`src/rtl/alu_seq_ctrl.sv`:
```
// Purpose: sequences OR/AND/XOR and multi-cycle 1-bit-per-cycle shifts through an external combinational ALU.
// Latency: accept-to-response is 2 cycles for logic ops, n+1 for an n-bit shift, 1 for a zero shift or an illegal op.
// Backpressure: one command in flight; req_ready is high only in IDLE, and the result is held in DONE until resp_ready.
module alu_seq_ctrl (
    input  logic        clk,
    input  logic        rst_n,
    input  logic        req_valid,
    output logic        req_ready,
    input  logic [2:0]  req_op,
    input  logic [31:0] req_a,
    input  logic [31:0] req_b,
    output logic        resp_valid,
    input  logic        resp_ready,
    output logic [31:0] resp_data,
    output logic        resp_err,
    output logic [6:0]  alu_ctrl,
    output logic [31:0] alu_a,
    output logic [31:0] alu_b,
    input  logic [31:0] alu_out,
    output logic        busy
);

    typedef enum logic [1:0] {
        ST_IDLE = 2'd0,
        ST_RUN  = 2'd1,
        ST_DONE = 2'd2
    } state_e;

    localparam logic [2:0] OP_OR  = 3'd0;
    localparam logic [2:0] OP_AND = 3'd1;
    localparam logic [2:0] OP_XOR = 3'd2;
    localparam logic [2:0] OP_SHL = 3'd3;
    localparam logic [2:0] OP_SHR = 3'd4;

    localparam logic [6:0] CTRL_OR   = 7'b0000000;
    localparam logic [6:0] CTRL_AND  = 7'b0000001;
    localparam logic [6:0] CTRL_XOR  = 7'b0000010;
    localparam logic [6:0] CTRL_SHL1 = 7'b0000101;
    localparam logic [6:0] CTRL_SHR1 = 7'b0000110;

    state_e      state_q, state_d;
    logic [31:0] acc_q, acc_d;
    logic [31:0] opnd_q, opnd_d;
    logic [4:0]  cnt_q, cnt_d;
    logic [2:0]  op_q, op_d;
    logic        err_q, err_d;

    // Shifts are realised as repeated single-bit ALU shifts, one per RUN cycle.
    function automatic logic [6:0] ctrl_of(input logic [2:0] op);
        logic [6:0] code;
        code = CTRL_OR;
        case (op)
            OP_OR:   code = CTRL_OR;
            OP_AND:  code = CTRL_AND;
            OP_XOR:  code = CTRL_XOR;
            OP_SHL:  code = CTRL_SHL1;
            OP_SHR:  code = CTRL_SHR1;
            default: code = CTRL_OR;
        endcase
        return code;
    endfunction

    // State and datapath registers; reset aborts any command in flight.
    always_ff @(posedge clk or negedge rst_n) begin
        if (!rst_n) begin
            state_q <= ST_IDLE;
            acc_q   <= 32'd0;
            opnd_q  <= 32'd0;
            cnt_q   <= 5'd0;
            op_q    <= 3'd0;
            err_q   <= 1'b0;
        end else begin
            state_q <= state_d;
            acc_q   <= acc_d;
            opnd_q  <= opnd_d;
            cnt_q   <= cnt_d;
            op_q    <= op_d;
            err_q   <= err_d;
        end
    end

    // Next-state: accept in IDLE, fold ALU result into acc in RUN, wait for consumer in DONE.
    always_comb begin
        state_d = state_q;
        acc_d   = acc_q;
        opnd_d  = opnd_q;
        cnt_d   = cnt_q;
        op_d    = op_q;
        err_d   = err_q;
        case (state_q)
            ST_IDLE: begin
                if (req_valid) begin
                    acc_d  = req_a;
                    opnd_d = req_b;
                    cnt_d  = req_b[4:0];
                    op_d   = req_op;
                    err_d  = 1'b0;
                    case (req_op)
                        OP_OR, OP_AND, OP_XOR: state_d = ST_RUN;
                        OP_SHL, OP_SHR: begin
                            // A zero-bit shift returns operand A untouched.
                            state_d = (req_b[4:0] == 5'd0) ? ST_DONE : ST_RUN;
                        end
                        default: begin
                            acc_d   = 32'd0;
                            err_d   = 1'b1;
                            state_d = ST_DONE;
                        end
                    endcase
                end
            end
            ST_RUN: begin
                acc_d = alu_out;
                if ((op_q == OP_SHL) || (op_q == OP_SHR)) begin
                    cnt_d = cnt_q - 5'd1;
                    if (cnt_q == 5'd1) begin
                        state_d = ST_DONE;
                    end
                end else begin
                    state_d = ST_DONE;
                end
            end
            ST_DONE: begin
                if (resp_ready) begin
                    state_d = ST_IDLE;
                end
            end
            default: state_d = ST_IDLE;
        endcase
    end

    // Outputs decoded from state: ALU is driven only in RUN, result only in DONE.
    always_comb begin
        req_ready  = 1'b0;
        resp_valid = 1'b0;
        resp_data  = 32'd0;
        resp_err   = 1'b0;
        alu_ctrl   = 7'b0000000;
        alu_a      = 32'd0;
        alu_b      = 32'd0;
        busy       = 1'b1;
        case (state_q)
            ST_IDLE: begin
                req_ready = 1'b1;
                busy      = 1'b0;
            end
            ST_RUN: begin
                alu_ctrl = ctrl_of(op_q);
                alu_a    = acc_q;
                alu_b    = opnd_q;
            end
            ST_DONE: begin
                resp_valid = 1'b1;
                resp_data  = acc_q;
                resp_err   = err_q;
            end
            default: begin
                busy = 1'b1;
            end
        endcase
    end

endmodule

```
`config.mk`:
```
export PLATFORM = sky130hd
export DESIGN_NAME = alu_seq_ctrl
export DESIGN_NICKNAME = d
export VERILOG_FILES = /design/src/rtl/alu_seq_ctrl.sv
export SDC_FILE = /design/constraint.sdc
export NUM_CORES = 1
export LEC_CHECK = 0
export BUFFER_PORTS_ARGS = -buffer_cell sky130_fd_sc_hd__buf_2
export CAP_MARGIN = 30
export CORE_MARGIN = 10
export CORE_UTILIZATION = 43
export CTS_CLUSTER_DIAMETER = 30
export DETAILED_ROUTE_END_ITERATION = 16
export PLACE_DENSITY = 0.78
export SETUP_SLACK_MARGIN = 0.3
export SLEW_MARGIN = 25
export SYNTH_ARGS = -nofsm -noshare
export SYNTH_HDL_FRONTEND = slang
export SYNTH_SLANG_ARGS = --single-unit
```
`constraint.sdc`:
```
create_clock -name clk -period 1.4 [get_ports clk]
set_input_delay 0.21 -clock clk [delete_from_list [all_inputs] [get_ports clk]]
set_output_delay 0.21 -clock clk [all_outputs]
set_load 0.005 [all_outputs]
```
==> results.json <==
{
  "r2r_end": "err_q",
  "ant_nets": 0,
  "cp_top_family": "buffers and inverters",
  "ys_types": 39,
  "gp_congestion": 0.812,
  "hold_viol_final": 0,
  "firstDrtPassIters": 5,
  "seqPwrFrac_pct": 28.5,
  "synthMostInstantiatedCell": "nand2_1",
  "cts_buffers": 9,
  "routed_wl_um": 16900,
  "synth_seq_area_share_pct": 42.3,
  "synthesis.area_mm2": 0.00444,
  "clockBufferDepth": 2,
  "clkPwrFrac_pct": 13.2,
  "layout_min_cycle_time_ns": 1.83,
  "placed_cell_area_mm2": 0.00587,
  "finalSetupViolations": 163,
  "drv_cap": 0,
  "multi_input_area_mm2": 0.00249,
  "synth_edf_count": 0,
  "reg2reg_depth": 8,
  "fmax_mhz": 547,
  "post-route-drc-count": 0,
  "dieArea_mm2": 0.0148,
  "ys_warn_count": 0,
  "rrSetupSlack_ns": -0.43,
  "via_per_inst": 5.20,
  "cts_tree": "yes",
  "ff_latch_area_mm2": 0.00188,
  "insertion_delay_ns": 0.35,
  "async_flop_share_pct": 100,
  "syn_inst": 537,
  "p_comb_share_pct": 58.3,
  "gr-usage-all-layers_pct": 20.8,
  "fin_nets": 888,
  "rows": 37,
  "grt_max_degree": 35,
  "drive_gt1_share_pct": 47.8,
  "path_clk_slew_ns": 0.09,
  "ir_drop_v": 0.00114,
  "end_kind": "register",
  "p_int_mw": 9.17,
  "yosysTopAreaCellShare_pct": 42.3,
  "post-route-period-util_pct": 131,
  "synth.area.top_cells": "dfrtp_1, and2_1, nand2_1",
  "pin_count": 210,
  "status": "finished, violations left",
  "grt_overflow": 0,
  "hp-class": "input port to register",
  "place_hpwl_um": 11600,
  "rsz0062_at_grt": "true",
  "fin_tns_setup_ns": -48.07,
  "leakagePower_nw": 3.65,
  "critPathArrivalTime_ns": 2.06,
  "htree_levels": 3,
  "start_kind": "register",
  "hold_path_startpoint": "req_b[29]",
  "fin_skew_ns": 0.0105,
  "worst_ep_required_time_ns": 1.63,
  "cts_root_buf": "clkbuf_8",
  "power_density_mw_per_mm2": 2060,
  "setup_slack_ns": -0.428,
  "yosys.area.top_type": "dfrtp_1",
  "io_buffers": 205,
  "synth_common_cells": "nand2_1, and2_1, dfrtp_1",
  "maxSlewViolCount": 0,
  "wl_per_cell_um": 18.3,
  "path_cells": "buf_4 > buf_6 > buf_4 > or3b_4 > buf_12 > buf_16 > nand2_1 > o21ai_1",
  "hold_depth": 3,
  "vias": 4802,
  "ys.flop_type": "dfrtp_1",
  "p_sw_mw": 5.24,
  "crit_slowest_cell": "or3b_4",
  "die_x_um": 122,
  "cpPeakStageDelay_ns": 0.49,
  "min_to": "opnd_q[29]",
  "crit_type": "register to register",
  "stdcell_area_mm2": 0.00701,
  "cts_sinks": 75,
  "grt_pass1_wl_um": 25000,
  "core_mm2": 0.0102,
  "nFillCells": 779,
  "avgSynthCellArea_um2": 8.27,
  "reg2reg_from": "state_q[1]",
  "ys_ff_latch": 75,
  "cp_max_fo": 6,
  "switching_share_pct": 36.4,
  "fp.dieH_um": 122,
  "start_util_pct": 43.6,
  "violations": "negative setup slack",
  "drt_iter0_markers": 467,
  "syn2layout_area_growth_pct": 58.0,
  "cpMostUsedCell": "buf_4",
  "cp_num_buf_inv": 5,
  "grt_pass1_vias": 4895,
  "diodes": 0,
  "antenna_found_initial": 0
}
-- cell families after synthesis --
group / synth area share (%)
AND/OR/NAND/NOR: 36.2
AO/OA/AOI/OAI: 14.6
flip-flops: 42.3
buffers and inverters: 5.89
adder cells (fa/ha/maj): 0.564
other: 0.0845
XOR/XNOR: 0.197
multiplexers: 0.225
-- worst max-delay path by stage --
stage                    start             to  slack, ns  depth (start not counted)
floorplan           state_q[1]       cnt_q[2]     -0.005                          6
global placement    state_q[1]          err_q      -0.08                          4
detailed placement  state_q[1]     opnd_q[25]       -0.1                          4
CTS                 state_q[1]  resp_data[10]      -0.40                          6
global route        state_q[1]     opnd_q[11]      -0.48                          8
finish              state_q[1]          err_q      -0.43                          8
-- flip-flops by register name, summed over array words and instances (netlist names) --
name	cells
acc_q	32
cnt_q	5
err_q	1
op_q	3
opnd_q	32
state_q	2
-- metal layers --
metal / share of wire (%) / wire length, um / global-route usage (%) / up-vias
met5: 0 / 0 / 0 / -
met4: 2.9 / 488 / 7.75 / 0
met3: 9.4 / 1590 / 6.29 / 40
met2: 48 / 8130 / 35.9 / 258
met1: 40 / 6670 / 23.7 / 2257
li1: - / - / - / 2247
-- layout by cell type (no fill, tap or decap), drive strengths merged, types with 2 or more instances in the layout --
| master | count |
|---|---|
| nand2 | 107 |
| nand2b | 34 |
| nor2 | 66 |
| a21oi | 35 |
| nor2b | 3 |
| o211ai | 2 |
| and2 | 97 |
| nor3b | 2 |
| conb | 4 |
| a21o | 2 |
| ha | 2 |
| o21ai | 4 |
| nor3 | 3 |
| clkbuf | 17 |
| dfrtp | 75 |
| bufinv | 2 |
| buf | 269 |
| inv | 6 |
| nand3 | 6 |
| or3b | 4 |
| o221a | 34 |
| o22ai | 2 |
-- power groups by stage --
stage	clock network (mW)	registers [mW]	logic, mW
floorplan	0	3.80	3.89
CTS	1.94	4.05	7.17
detailed placement	0	4.08	6.20
global route	2.06	4.26	9.08
global placement	0	4.00	5.98
finish	1.91	4.11	8.40
-- through the flow --
step	setup slack, ns	cells	util (%)	hold WS [ns]	power [mW]
after global routing	-0.480	924	68.9	0.0447	15.4
after detailed placement	-0.0973	876	57.7	0.138	10.3
after global placement	-0.0783	876	57.7	0.136	9.97
after floorplan	-0.00460	540	-	-0.0856	7.69
final	-0.428	924	68.9	0.0480	14.4
after CTS	-0.398	912	64.0	0.0304	13.2
-- area by class of cell --
class / instances / share of cell area (%)
clock buffers: 12 / 2.21
repair buffers: 275 / 31.7
flip-flops and latches: 75 / 26.8
inverters: 6 / 0.321
well taps: 136 / 2.43
clock inverters: 4 / 1.03
multi-input cells: 416 / 35.5
-- worst register-to-register path: cells and delay by family, from the launching register on --
kind,cells,cell delay (ns)
buffers and inverters,5,0.68
AND/OR/NAND/NOR,2,0.55
flip-flops,1,0.42
AO/OA/AOI/OAI,1,0.06
-- what timing repair did --
| item | in CTS | in global routing |
|---|---|---|
| endpoints found under the hold margin | 22 | 0 |
| gates cloned | 8 | 5 |
| pin swaps | 7 | 10 |
| setup buffers | 11 | 7 |
| endpoints found under the setup margin | 178 | 178 |
| resized for setup | 36 | 75 |
| hold buffers | 1 | 0 |
Note: power is estimated with default switching activity, not from simulation.
